`config.mk`:
```
export PLATFORM = sky130hd
export DESIGN_NAME = sw_debounce_flat
export DESIGN_NICKNAME = d
export VERILOG_FILES = /design/src/rtl/sw_debounce_pkg.sv /design/src/rtl/sw_debounce_if.sv /design/src/rtl/sw_debounce_bit.sv /design/src/rtl/sw_debounce.sv /design/src/flat_wrapper.sv
export SDC_FILE = /design/constraint.sdc
export NUM_CORES = 1
export LEC_CHECK = 0
export CELL_PAD_IN_SITES_DETAIL_PLACEMENT = 0
export CELL_PAD_IN_SITES_GLOBAL_PLACEMENT = 1
export CORE_MARGIN = 5
export CORE_UTILIZATION = 44
export DETAILED_ROUTE_END_ITERATION = 6
export GPL_TIMING_DRIVEN = 1
export PLACE_DENSITY = 0.84
export SYNTH_ARGS = -nofsm -noshare
export SYNTH_HDL_FRONTEND = slang
export SYNTH_SLANG_ARGS = --single-unit
```
`constraint.sdc`:
```
create_clock -name sysclk -period 1.7 [get_ports sysclk]
set_input_delay 0.255 -clock sysclk [delete_from_list [all_inputs] [get_ports sysclk]]
set_output_delay 0.255 -clock sysclk [all_outputs]
set_load 0.01 [all_outputs]
```
`src/rtl/sw_debounce_pkg.sv`:
```
// Board constants and shared defaults for the switch/button debouncer.
package sw_debounce_pkg;

  localparam int unsigned SYSCLK_HZ   = 125_000_000;
  localparam int unsigned DEBOUNCE_MS = 10;

  // Stable cycles needed to accept a new level (10 ms at 125 MHz).
  localparam int unsigned DEBOUNCE_CYCLES_DEF = (SYSCLK_HZ / 1000) * DEBOUNCE_MS;

  // Board I/O widths.
  localparam int unsigned SW_WIDTH  = 4;
  localparam int unsigned LED_WIDTH = 4;

endpackage : sw_debounce_pkg

```
`src/rtl/sw_debounce_if.sv`:
```
// Raw switch inputs and conditioned level/edge outputs of the debouncer.
interface sw_debounce_if
  import sw_debounce_pkg::*;
#(
  parameter int unsigned WIDTH = SW_WIDTH
);

  logic [WIDTH-1:0] sw_raw;
  logic [WIDTH-1:0] sw_stable;
  logic [WIDTH-1:0] sw_rise;
  logic [WIDTH-1:0] sw_fall;
  logic             sw_changed;

  // Board side: drives pins, consumes conditioned outputs.
  modport master (
    output sw_raw,
    input  sw_stable, sw_rise, sw_fall, sw_changed
  );

  // Debouncer side.
  modport slave (
    input  sw_raw,
    output sw_stable, sw_rise, sw_fall, sw_changed
  );

endinterface : sw_debounce_if

```
`src/rtl/sw_debounce_bit.sv`:
```
// One debounce channel: 2-flop synchroniser, stability counter, level and edge pulses.
module debounce_bit
  import sw_debounce_pkg::*;
#(
  parameter int unsigned DEBOUNCE_CYCLES = DEBOUNCE_CYCLES_DEF
) (
  input  logic sysclk,
  input  logic rst_n,
  input  logic raw,
  output logic stable,
  output logic rise,
  output logic fall,
  output logic toggle_c   // high in the cycle stable is about to change
);

  localparam int unsigned CNT_W = (DEBOUNCE_CYCLES > 2) ? $clog2(DEBOUNCE_CYCLES) : 1;
  localparam logic [CNT_W-1:0] CNT_LAST = CNT_W'(DEBOUNCE_CYCLES - 1);

  if (DEBOUNCE_CYCLES < 2) begin : g_bad_cycles
    $error("debounce_bit: DEBOUNCE_CYCLES must be at least 2");
  end

  logic             s1;
  logic             s2;
  logic [CNT_W-1:0] cnt;
  logic [CNT_W-1:0] cnt_d;
  logic             stable_d;

  // Next count/level: count while s2 disagrees, accept after DEBOUNCE_CYCLES in a row.
  always_comb begin
    cnt_d    = '0;
    stable_d = stable;
    toggle_c = 1'b0;
    if (s2 != stable) begin
      if (cnt == CNT_LAST) begin
        stable_d = s2;
        toggle_c = 1'b1;
      end else begin
        cnt_d = cnt + CNT_W'(1);
      end
    end
  end

  // Synchroniser, counter, level and edge pulse registers.
  always_ff @(posedge sysclk or negedge rst_n) begin
    if (!rst_n) begin
      s1     <= 1'b0;
      s2     <= 1'b0;
      cnt    <= '0;
      stable <= 1'b0;
      rise   <= 1'b0;
      fall   <= 1'b0;
    end else begin
      s1     <= raw;
      s2     <= s1;
      cnt    <= cnt_d;
      stable <= stable_d;
      rise   <= toggle_c & s2;
      fall   <= toggle_c & ~s2;
    end
  end

endmodule : debounce_bit

```
`src/rtl/sw_debounce.sv`:
```
// Debounces WIDTH raw switch inputs into clean levels plus rise/fall/changed pulses.
module sw_debounce
  import sw_debounce_pkg::*;
#(
  parameter int unsigned WIDTH           = SW_WIDTH,
  parameter int unsigned DEBOUNCE_CYCLES = DEBOUNCE_CYCLES_DEF
) (
  input  logic         sysclk,
  input  logic         rst_n,
  sw_debounce_if.slave sw
);

  logic [WIDTH-1:0] toggle;

  for (genvar i = 0; i < WIDTH; i++) begin : g_ch
    debounce_bit #(
      .DEBOUNCE_CYCLES (DEBOUNCE_CYCLES)
    ) u_bit (
      .sysclk   (sysclk),
      .rst_n    (rst_n),
      .raw      (sw.sw_raw[i]),
      .stable   (sw.sw_stable[i]),
      .rise     (sw.sw_rise[i]),
      .fall     (sw.sw_fall[i]),
      .toggle_c (toggle[i])
    );
  end

  // Registered OR of all channel edges, aligned with the per-bit pulses.
  always_ff @(posedge sysclk or negedge rst_n) begin
    if (!rst_n) begin
      sw.sw_changed <= 1'b0;
    end else begin
      sw.sw_changed <= |toggle;
    end
  end

endmodule : sw_debounce

```
`src/flat_wrapper.sv`:
```
// flat-port wrapper written by rule: the top's interface ports become plain ports
module sw_debounce_flat import sw_debounce_pkg::*;
#(
  parameter int unsigned WIDTH           = SW_WIDTH,
  parameter int unsigned DEBOUNCE_CYCLES = DEBOUNCE_CYCLES_DEF
)
  (sysclk, rst_n, sw_sw_raw, sw_sw_stable, sw_sw_rise, sw_sw_fall, sw_sw_changed);
  sw_debounce_if #(.WIDTH(WIDTH)) sw_i ();
  input  logic sysclk;
  input  logic rst_n;
  input wire logic [$bits(sw_i.sw_raw)-1:0] sw_sw_raw;
  output wire logic [$bits(sw_i.sw_stable)-1:0] sw_sw_stable;
  output wire logic [$bits(sw_i.sw_rise)-1:0] sw_sw_rise;
  output wire logic [$bits(sw_i.sw_fall)-1:0] sw_sw_fall;
  output wire logic [$bits(sw_i.sw_changed)-1:0] sw_sw_changed;
  assign sw_i.sw_raw = sw_sw_raw;
  assign sw_sw_stable = sw_i.sw_stable;
  assign sw_sw_rise = sw_i.sw_rise;
  assign sw_sw_fall = sw_i.sw_fall;
  assign sw_sw_changed = sw_i.sw_changed;
  sw_debounce #(.WIDTH(WIDTH), .DEBOUNCE_CYCLES(DEBOUNCE_CYCLES)) u_core (.sysclk(sysclk), .rst_n(rst_n), .sw(sw_i));
endmodule
```
==> results.md <==
* Outcome: finished, violations left
* Failing checks: setup timing
* Reg-to-reg startpoint: u_core.g_ch[0].u_bit.cnt[13]
* Post-route setup slack at -5.59 ps
* # fillers at 948
* Slew Viols, Final at 0
* Grt met2 use at 0.276
* Element type at the critical path end: register
* Clock tree buffer depth at 2
* Area grow syn2layout at 29.7%
* RSZ-0062 raised after global routing: true
* Startpoint types: register
* Cell Pwr Density at 756 mW/mm^2
* Clock root cell: clkbuf_16
* Yosys top cell area share at 0.520
* Met1 usage at 0.215
* Global-route wire length before repair at 17800 um
* Worst-Skew Late Latency at 340 ps
* Clock skew at 10.1 ps
* Layout net count at 588
* H-tree levels at 3
* Clk pin slew, worst setup/hold paths at 70 ps
* Starting density of the core at 0.446
* WP data required at 1970 ps
* Vias at 3880
* Fmax at 586 MHz
* Post-place setup slack at -28.5 ps
* Top Usage Layer GRT: met2
* Mapped cell area at 0.00505 mm^2
* R2r endpoint: u_core.g_ch[0].u_bit.cnt[20]
* Buffers on Ports at 18
* CP max stage cell: or4_4
* Leak pwr at 2.77 nW
* Yosys top cell by area: dfrtp_1
* Worst Hold Path EP: u_core.g_ch[1].u_bit.s1
* Fin Hold WS at 351 ps
* Netlist cell types at 39
* CTS Buf Count at 9
* Commonest register cell after synthesis: dfrtp_1
* CP Buf/Inv Count at 0
* Syn Inst Count at 494
* 1st-iter DRT viols at 177
* Number of synthesis warnings at 0
* Post-synth ARST share at 1.00
* Hold depth at 1
* Most area-consuming cells after synthesis: dfrtp_1, xor2_1, xnor2_1
* Maximum vdd drop at 0.566 mV
* Worst path cell trace: nand4_1 > or4_4 > or3_1 > a21oi_2
* Dpl hpwl at 7390 um
* Pin count of the biggest net entering global routing at 31
* Share of layout cells above drive strength 1 at 0.280
* Reg2Reg Setup Slack at -6 ps
* # Max-Cap Violations at 0
* Number of vias per cell at 5.34
* Syn Nets at 504
* Chip Width at 117 um
* Post-route ant nets at 0
* Global Route Usage Sum at 0.163
* Placed Area at 0.00583 mm^2
* R2R cell count at 4
* Placeable core area at 0.0113 mm^2
* Crit path time final at 1710 ps
* Detailed Route WL at 10800 um
* Worst hold path class: primary input to register
* Final Cell Area at 0.00655 mm^2
* Number of synthesized flops with an enable pin at 0
* Die area at 0.0137 mm^2
* Sequential share of the synthesized area at 0.520
* CTS tree: built
* Die Ht at 117 um
* Avg Cell Area, Syn at 10.2 um^2
* Setup TNS at -5.65 ps
* Final-report setup violation count at 2
* RePlAce Congestion at 0.838
* Sink Count at 105
* Worst EP arrival at 1980 ps
* Grt ovf at 0
* Slowest stage delay, CP at 580 ps
* Vias in the first global route at 3806
* Final Util at 0.578
* Initial antenna violation count at 0
* Row Count at 39
* Crit-path leading delay family: simple AND/OR/NAND/NOR gates
* HP Start: sw_sw_raw[1]
* Kind of critical path: register to register
* TritonRoute pass-1 iters at 4
* M3 GR Usage at 0.0334
* I/O pins at 19
* Worst Tran Pin Value at 405 ps
* Final Cycle Share at 1.00
* WL/cell at 14.8 um
* Max-slew headroom at 0.726
* Max Fanout on Critical Path at 3
* # diodes at 0
* Residual DRC count at 0
* Fin. Hold Viols at 0
* Flops & latches, synth at 105
==> synthesized netlist by cell type (all sizes together), types with 2 or more instances <==
cell type / count
nor4: 13
nor3b: 10
and3: 14
clkbuf: 12
ha: 4
or4: 10
nor2: 64
mux2: 4
nand4: 28
xor2: 33
inv: 6
nand3: 25
a21oi: 19
xnor2: 28
nand4b: 4
nor3: 9
or3: 13
nand2: 29
o21ai: 16
dfrtp: 105
a21bo: 2
and4: 10
o31ai: 4
buf: 19
nor4b: 4
==> power by group <==
group	leakage, nW	total [mW]	switching [mW]	internal [mW]
logic	1.18	0.230	0.126	0.104
registers	1.43	2.56	0.0337	2.53
clock network	0.156	2.15	0.923	1.23
total	2.77	4.95	1.08	3.87
==> worst register-to-register path, cell delays in order, from the launching register on <==
cell     delay, ps
dfrtp_1        430
nand4_1        140
or4_4          580
or3_1          370
a21oi_2        110
==> registers in the layout, summed over array words and instances (netlist names) <==
| register | count |
|---|---|
| u_core.g_ch.u_bit.rise | 4 |
| u_core.g_ch.u_bit.cnt | 84 |
| u_core.g_ch.u_bit.fall | 4 |
| u_core.g_ch.u_bit.s2 | 4 |
| u_core.sw.sw_changed | 1 |
| u_core.g_ch.u_bit.s1 | 4 |
| u_core.g_ch.u_bit.stable | 4 |
==> metal layers <==
| layer | up-vias | part of all wire |
|---|---|---|
| met1 | 1912 | 0.47 |
| met4 | 0 | 0.0097 |
| met2 | 45 | 0.50 |
| met5 | - | 0 |
| li1 | 1915 | - |
| met3 | 8 | 0.029 |
==> stage by stage <==
step | power (mW) | std cells
3_5_place_dp | 2.81 | 694
4_1_cts | 4.96 | 713
2_1_floorplan | 2.67 | 494
5_1_grt | 5.15 | 726
3_3_place_gp | 2.80 | 694
6_report | 4.95 | 726
==> layout make-up <==
| class | count | area (um^2) | area share |
|---|---|---|---|
| clock buffers | 11 | 253 | 0.0386 |
| clock inverters | 5 | 61.3 | 0.00936 |
| repair buffers | 104 | 931 | 0.142 |
| well taps | 143 | 179 | 0.0273 |
| inverters | 6 | 22.5 | 0.00344 |
| flip-flops and latches | 105 | 2630 | 0.402 |
| multi-input cells | 352 | 2470 | 0.377 |
==> layout by cell type, fill, tap and decap left out, types with 11 or more instances in the layout <==
master / synthesis / final
clkdlybuf4s50_1: 0 / 17
nand4_1: 25 / 25
nor2_1: 64 / 54
xor2_1: 33 / 33
nand3_1: 25 / 23
clkbuf_16: 0 / 11
and3_1: 14 / 12
xnor2_1: 28 / 28
o21ai_0: 16 / 11
buf_4: 12 / 77
dfrtp_1: 105 / 100
or3_1: 13 / 11
a21oi_1: 19 / 12
nand2_1: 29 / 28
==> kinds of logic after synthesis <==
| kind of cell | share of synthesized area |
|---|---|
| xor+xnor | 0.106 |
| fa+ha+maj | 0.00991 |
| buf+inv | 0.0394 |
| mux | 0.00892 |
| simple gates | 0.268 |
| flops | 0.520 |
| compound gates | 0.0476 |
==> worst max-delay path by stage <==
stage / startpoint / end / depth (start not counted)
after floorplan: u_core.g_ch[1].u_bit.cnt[13] / u_core.g_ch[1].u_bit.cnt[10] / 5
after CTS: u_core.g_ch[2].u_bit.cnt[4] / u_core.g_ch[2].u_bit.stable / 4
final: u_core.g_ch[0].u_bit.cnt[13] / u_core.g_ch[0].u_bit.cnt[20] / 4
after detailed placement: u_core.g_ch[0].u_bit.cnt[5] / u_core.g_ch[0].u_bit.stable / 4
after global placement: u_core.g_ch[0].u_bit.cnt[5] / u_core.g_ch[0].u_bit.stable / 4
after global routing: u_core.g_ch[2].u_bit.cnt[10] / u_core.g_ch[2].u_bit.cnt[7] / 5
==> repair_timing <==
item	in CTS	in global routing
setup buffers	2	10
endpoints found under the setup margin	26	60
hold buffers	1	0
cloned	0	3
gates resized for setup	8	55
endpoints found under the hold margin	23	0
pin swaps	2	17
(Power assumes the default switching activity.)
